File: src/rtl/store_aligner.sv
// Store data aligner: narrows and lane-replicates register data, builds byte enables,
// and buffers formatted stores in a two-entry in-order FIFO with misalignment reporting.
module store_aligner #(
    parameter int ADDR_SIZE = 32,
    parameter int DATA_SIZE = 32
) (
    input  logic                 clk,
    input  logic                 rst,
    input  logic                 flush,
    input  logic                 in_valid,
    output logic                 in_ready,
    input  logic [ADDR_SIZE-1:0] in_addr,
    input  logic [DATA_SIZE-1:0] in_data,
    input  logic [1:0]           in_size,
    output logic                 out_valid,
    input  logic                 out_ready,
    output logic [ADDR_SIZE-1:0] out_addr,
    output logic [DATA_SIZE-1:0] out_wdata,
    output logic [3:0]           out_be,
    output logic                 align_err,
    output logic [ADDR_SIZE-1:0] err_addr,
    output logic                 err_cause
);

    typedef enum logic [1:0] {
        EMPTY = 2'd0,
        ONE   = 2'd1,
        FULL  = 2'd2
    } fifo_state_t;

    fifo_state_t state, state_next;

    logic [ADDR_SIZE-1:0] word_addr;
    logic [DATA_SIZE-1:0] fmt_wdata;
    logic [3:0]           fmt_be;
    logic                 legal;
    logic                 accept, push, reject, pop;
    logic                 load_head, load_tail, shift;

    logic [ADDR_SIZE-1:0] tail_addr;
    logic [DATA_SIZE-1:0] tail_wdata;
    logic [3:0]           tail_be;

    assign word_addr = {in_addr[ADDR_SIZE-1:2], 2'b00};
    assign in_ready  = ~rst & (state != FULL);
    assign out_valid = (state != EMPTY);
    assign accept    = in_valid & in_ready & ~flush;
    assign push      = accept & legal;
    assign reject    = accept & ~legal;
    assign pop       = out_valid & out_ready;

    always_comb begin
        fmt_wdata = in_data;
        fmt_be    = 4'b1111;
        legal     = 1'b0;
        case (in_size)
            2'b00: begin
                fmt_wdata = {4{in_data[7:0]}};
                fmt_be    = 4'b0001 << in_addr[1:0];
                legal     = 1'b1;
            end
            2'b01: begin
                fmt_wdata = {2{in_data[15:0]}};
                fmt_be    = in_addr[1] ? 4'b1100 : 4'b0011;
                legal     = ~in_addr[0];
            end
            2'b10: begin
                legal = (in_addr[1:0] == 2'b00);
            end
            default: legal = 1'b0;
        endcase
    end

    // Head registers drive the outputs directly; the tail slot only exists while FULL.
    always_comb begin
        state_next = state;
        load_head  = 1'b0;
        load_tail  = 1'b0;
        shift      = 1'b0;
        if (flush) begin
            state_next = EMPTY;
        end else begin
            case (state)
                EMPTY: if (push) begin
                    state_next = ONE;
                    load_head  = 1'b1;
                end
                ONE: case ({push, pop})
                    2'b10: begin
                        state_next = FULL;
                        load_tail  = 1'b1;
                    end
                    2'b01: state_next = EMPTY;
                    2'b11: load_head = 1'b1;
                    default: ;
                endcase
                FULL: if (pop) begin
                    state_next = ONE;
                    shift      = 1'b1;
                end
                default: state_next = EMPTY;
            endcase
        end
    end

    always_ff @(posedge clk) begin
        if (rst) begin
            state      <= EMPTY;
            out_addr   <= '0;
            out_wdata  <= '0;
            out_be     <= '0;
            tail_addr  <= '0;
            tail_wdata <= '0;
            tail_be    <= '0;
            align_err  <= 1'b0;
            err_addr   <= '0;
            err_cause  <= 1'b0;
        end else begin
            state     <= state_next;
            align_err <= reject;
            if (reject) begin
                err_addr  <= in_addr;
                err_cause <= (in_size == 2'b11);
            end
            if (load_head) begin
                out_addr  <= word_addr;
                out_wdata <= fmt_wdata;
                out_be    <= fmt_be;
            end else if (shift) begin
                out_addr  <= tail_addr;
                out_wdata <= tail_wdata;
                out_be    <= tail_be;
            end
            if (load_tail) begin
                tail_addr  <= word_addr;
                tail_wdata <= fmt_wdata;
                tail_be    <= fmt_be;
            end
        end
    end

endmodule

File: config.mk
export PLATFORM = sky130hd
export DESIGN_NAME = store_aligner
export DESIGN_NICKNAME = d
export VERILOG_FILES = /design/src/rtl/store_aligner.sv
export SDC_FILE = /design/constraint.sdc
export NUM_CORES = 1
export LEC_CHECK = 0
export ABC_AREA = 1
export CORE_UTILIZATION = 55
export CTS_CLUSTER_SIZE = 16
export DETAILED_ROUTE_END_ITERATION = 8
export PLACE_DENSITY = 0.85
export SLEW_MARGIN = 20
export SYNTH_ARGS = -nofsm -noshare
export SYNTH_HDL_FRONTEND = slang
export SYNTH_SLANG_ARGS = --single-unit
File: constraint.sdc
create_clock -name clk -period 3.9 [get_ports clk]
set_input_delay 0.78 -clock clk [delete_from_list [all_inputs] [get_ports clk]]
set_output_delay 0.78 -clock clk [all_outputs]
set_load 0.01 [all_outputs]
# Word-level counts from Yosys, hierarchy flattened
# Index checks and enable logic that the tools add are counted.
# word_totals
latchBits	0
regBits	168
ramBits	0
n_memories	0
inputBits	71
mem_bits_ro	0
# classes
shift	1
bitwise	10
reduce_logical	7
n_mul	0
add_sub_neg	0
n_lt_le_gt_ge	0
div	0
n_mux	24
eq_ne	12
# ops
cell	n
$mux W32	4
$pmux W32 S2	1
$mux W4	3
$eq A2 B2 Y1 const B	5
$mux W1	9
$pmux W4 S2	1
$and A1 B1 Y1	6
$eq A2 B1 Y1 const B	3
$logic_not A2 Y1	3
$ne A2 B2 Y1 const B	3
$pmux W2 S3	1
$mux W2	2
$not A1 Y1	4
$pmux W2 S2	1
$reduce_bool A2 Y1	2
$shl A1 B2 Y4 const A	1
$ne A3 B2 Y1 const B	1
$pmux W1 S3	1
$reduce_and A3 Y1	1
$pmux W1 S2	1
$reduce_or A2 Y1	1

# Logic depth before layout (Yosys ltp)
# logic_depth
depth_word	10
depth_mapped	11

# Worst setup path after synthesis
# No wires, ideal clock.
# synth_path
path_type	input port to output port
from	in rst
to	out in_ready
slack_ns	1.807
required_ns	3.120
path_buffers	2
arrival_ns	1.313
path_stages	3
cell_sequence	buf_2 -> clkbuf_1 -> nor2_1
# synth_between
elab_chain_len	2
# synth_rtl
element	line	source
from (decl)	8	input logic rst,
$not A1 Y1	45	assign in_ready = ~rst & (state != FULL);
$and A1 B1 Y1	45	
to (decl)	11	output logic in_ready,
# Every way passes these cells.

# Final worst setup path
# layout_path
from	in in_size[1]
to	reg out_wdata[20]
# layout_between
elab_chain_len	8
word_cells_on_any_way	13
cone_classes	3 x eq/ne; 7 x mux; 1 x bitwise; 2 x reduce/logical
# layout_rtl
element	line	source
from (decl)	14	input logic [1:0] in_size,
$eq A2 B2 Y1 (tied with other cells)	56	case (in_size)
$pmux W1 S3	56	
$and A1 B1 Y1	48	assign push = accept & legal;
$eq A2 B2 Y1	88	ONE: case ({push, pop})
$mux W1	88	
$pmux W1 S2	83	case (state)
$mux W1	80	if (flush) begin
$mux W32 or $reduce_bool A2 Y1 (tied branches)	-	
to (signal assigned)	127	out_wdata <= fmt_wdata;
to (signal assigned)	131	out_wdata <= tail_wdata;
to (decl)	18	output logic [DATA_SIZE-1:0] out_wdata,
# Several ways; a longest one is shown, not always the timed one.
# A chain may end at the register's enable or synchronous reset.

==> run_results.csv <==
group,metric,value,unit
run_status,status,"completed",
synth,post-synth-top-area-fraction,0.412,
layout,area_growth,27.7,%
layout,nNetsFinal,1382,
setup_path,path_class,"in2reg",
place,dp_hpwl,13900,um
timing,rsz0062_at_grt,"false",
die,core,0.0145,mm2
place,io_buffers,172,
timing,slew_viol_final,0,
synth,yosysWarnings,0,
clock_tree,cts_resized,0,
pwr,p_int,2960,uW
setup_path,worst-path-max-fanout,34,
synth,avgSynthCellArea,6.85,um2
synth,syn-instance-count,1192,
timing,setup_tns,0,ps
detailed_routing,antenna_left,0,
die,start_util,0.562,
clock_tree,cts_made_buffers,17,
die,die_h,124,um
timing,maxSlewHeadroom,0.468,
pwr,p_sw,910,uW
clock_tree,clkSinkCount,168,
pwr,switching_share,0.235,
pwr,leakagePower,0.00453,uW
clock_tree,post_cts.repair.setup_buffers,0,
timing,tightestPinTransition,799,ps
synth,syn_area,0.00817,mm2
synth,synthTopCellsByCount,"nand2_1 (344), dfxtp_1 (168), a21oi_1 (131)",
synth,synth_seq_cells,168,
layout,final_cell_area,0.0104,mm2
timing,finalSetupViolCount,0,
die,dieArea,0.0153,mm2
timing,skew,4.31,ps
layout,antennaDiodeCount,0,
clock_tree,clkLatencyLatePin,430,ps
clock_tree,path_clk_slew,60,ps
place,gp_congestion,0.904,
detailed_routing,routed_wl,22000,um
place,placedInstanceArea,0.00983,mm2
pwr,ir_worst_vdd,0.000278,V
global_routing,grt-ovfl-total,0,
global_routing,track_usage,0.294,
place,place_inst,1476,
clock_tree,clockBufferDepth,2,
layout,final_cell_count_no_fill,1508,
pwr,seq_power_share,0.459,
setup_path,required,4250,ps
clock_tree,cts_max_level,4,
detailed_routing,via_count,7909,
pwr,power,3870,uW
detailed_routing,drc,0,
detailed_routing,firstDrtPassIters,5,
synth,synth-edff-count,0,
setup_path,critPathCaptureType,"register",
worst_hold_path,hp-class,"reg2reg",
timing,fin_crit_sh,0.729,
pwr,p_comb_frac,0.102,
synth,synth_area_leaders,"dfxtp_1 (41%), nand2_1 (16%), a21oi_1 (8.0%)",
global_routing,first_global_vias,7060,
setup_path,arrival,3190,ps
global_routing,grt_max_degree,95,
global_routing,grt_pass1_wl,35100,um
setup_path,rrSetupSlack,1790,ps
detailed_routing,detail_route.wl_per_cell,14.6,um
job,cap_violations,0,
layout,drive_above_1_share,0.0952,
pwr,clkPwrFrac,0.439,
global_routing,antenna_found_initial,0,
clock_tree,root_buffer,"clkbuf_16",
detailed_routing,routed_via_density,5.24,
clock_tree,cts_tree,"yes",
die,rows,44,
synth,post-synth-top-count-cell,"nand2_1",
timing,finalHoldViolCount,0,
pwr,power_density,372,mW/mm2
setup_path,cp-start-kind,"primary input",
clock_tree,cts_hold_buf,0,
synth,yosysSeqAreaShare,0.412,
synth,synth_cell_types,25,
die,die_x,124,um
timing,max_freq,0.352,GHz
synth,yosysTopAreaCell,"dfxtp_1",
timing,post-route-min-period,2840,ps
die,ioPinCount,175,
synth,synth-main-ff-cell,"dfxtp_1",
synth,async_flop_share,0,
detailed_routing,initialDrtViolationCount,760,
==> area by class of cell <==
class | instances | area (um2)
clock buffer | 25 | 505
inverter | 127 | 478
tap | 184 | 230
clock inverter | 7 | 90.1
sequential | 168 | 3360
multi-input combinational | 807 | 3860
timing repair buffer | 190 | 1900
fill | 1167 | 4110
==> worst paths after layout <==
kind / from / end / cells after the start
worst max-delay path: in_size[1] / out_wdata[20]$_SDFFE_PP0P_ / 9
worst min-delay path: tail_wdata[8]$_SDFFE_PP0P_ / tail_wdata[8]$_SDFFE_PP0P_ / 2
worst max register to register: state[1]$_SDFFE_PP0P_ / out_wdata[8]$_SDFFE_PP0P_ / 8
worst min register to register: tail_wdata[8]$_SDFFE_PP0P_ / tail_wdata[8]$_SDFFE_PP0P_ / 2
==> metal layers <==
metal | GRT usage | vias to the layer above | routed length [um]
li1 | - | 3989 | -
met1 | 0.376 | 3590 | 9440
met2 | 0.482 | 291 | 10400
met3 | 0.0664 | 39 | 1640
met4 | 0.114 | 0 | 478
met5 | 0 | - | 0
==> cell usage in the layout, fill, tap and decap left out <==
cell type / n
inv_2: 5
nor3_2: 1
nor2_2: 2
buf_4: 14
bufinv_16: 2
nand2_2: 1
a21oi_4: 1
clkinv_2: 4
inv_1: 121
clkbuf_1: 3
buf_12: 4
nor2_8: 1
nor2_4: 5
buf_2: 1
nand3_4: 1
clkinvlp_4: 2
clkbuf_8: 5
o21ai_0: 35
nand3_1: 111
nand2_1: 344
nor2_1: 103
a21oi_1: 131
conb_1: 2
dfxtp_1: 168
nand3_2: 59
o21ai_1: 8
clkdlybuf4s50_1: 171
nand2_4: 1
clkbuf_16: 17
a31oi_1: 1
==> metrics by stage <==
stage	setup WS [ps]	util	hold slack, ps
floorplan	1810	-	421
global placement	732	0.676	428
detailed placement	666	0.676	433
CTS	1100	0.717	442
global route	852	0.717	461
finish	1060	0.717	441
==> worst max-delay path, stage by stage <==
cell	delay (ps)
clkdlybuf4s50_1	710
nor2_8	300
nor2_1	100
nor2_4	170
nand3_4	420
buf_4	410
nand2_1	90
nand2_1	60
a21oi_1	140
==> power by group through the flow <==
stage / logic (uW) / registers (uW) / clock network, uW
finish: 397 / 1780 / 1700
global route: 432 / 1780 / 1790
CTS: 395 / 1780 / 1720
detailed placement: 391 / 1810 / 0
global placement: 390 / 1810 / 0
floorplan: 176 / 1830 / 0
==> cell families (layout without fill, tap and decap cells) <==
group,count (synthesis),in the layout,share of synthesized area
compound gates,176,176,0.108
buf+inv,218,349,0.120
flops,168,168,0.412
other cells,1,2,0.000459
simple gates,629,629,0.359
==> sequential cells by signal, indices dropped and copies added (netlist names) <==
| name | cells |
|---|---|
| out_addr | 30 |
| err_cause | 1 |
| err_addr | 32 |
| tail_wdata | 32 |
| align_err | 1 |
| out_be | 4 |
| tail_addr | 30 |
| tail_be | 4 |
| state | 2 |
| out_wdata | 32 |
Note: power is estimated with default switching activity, not from simulation.
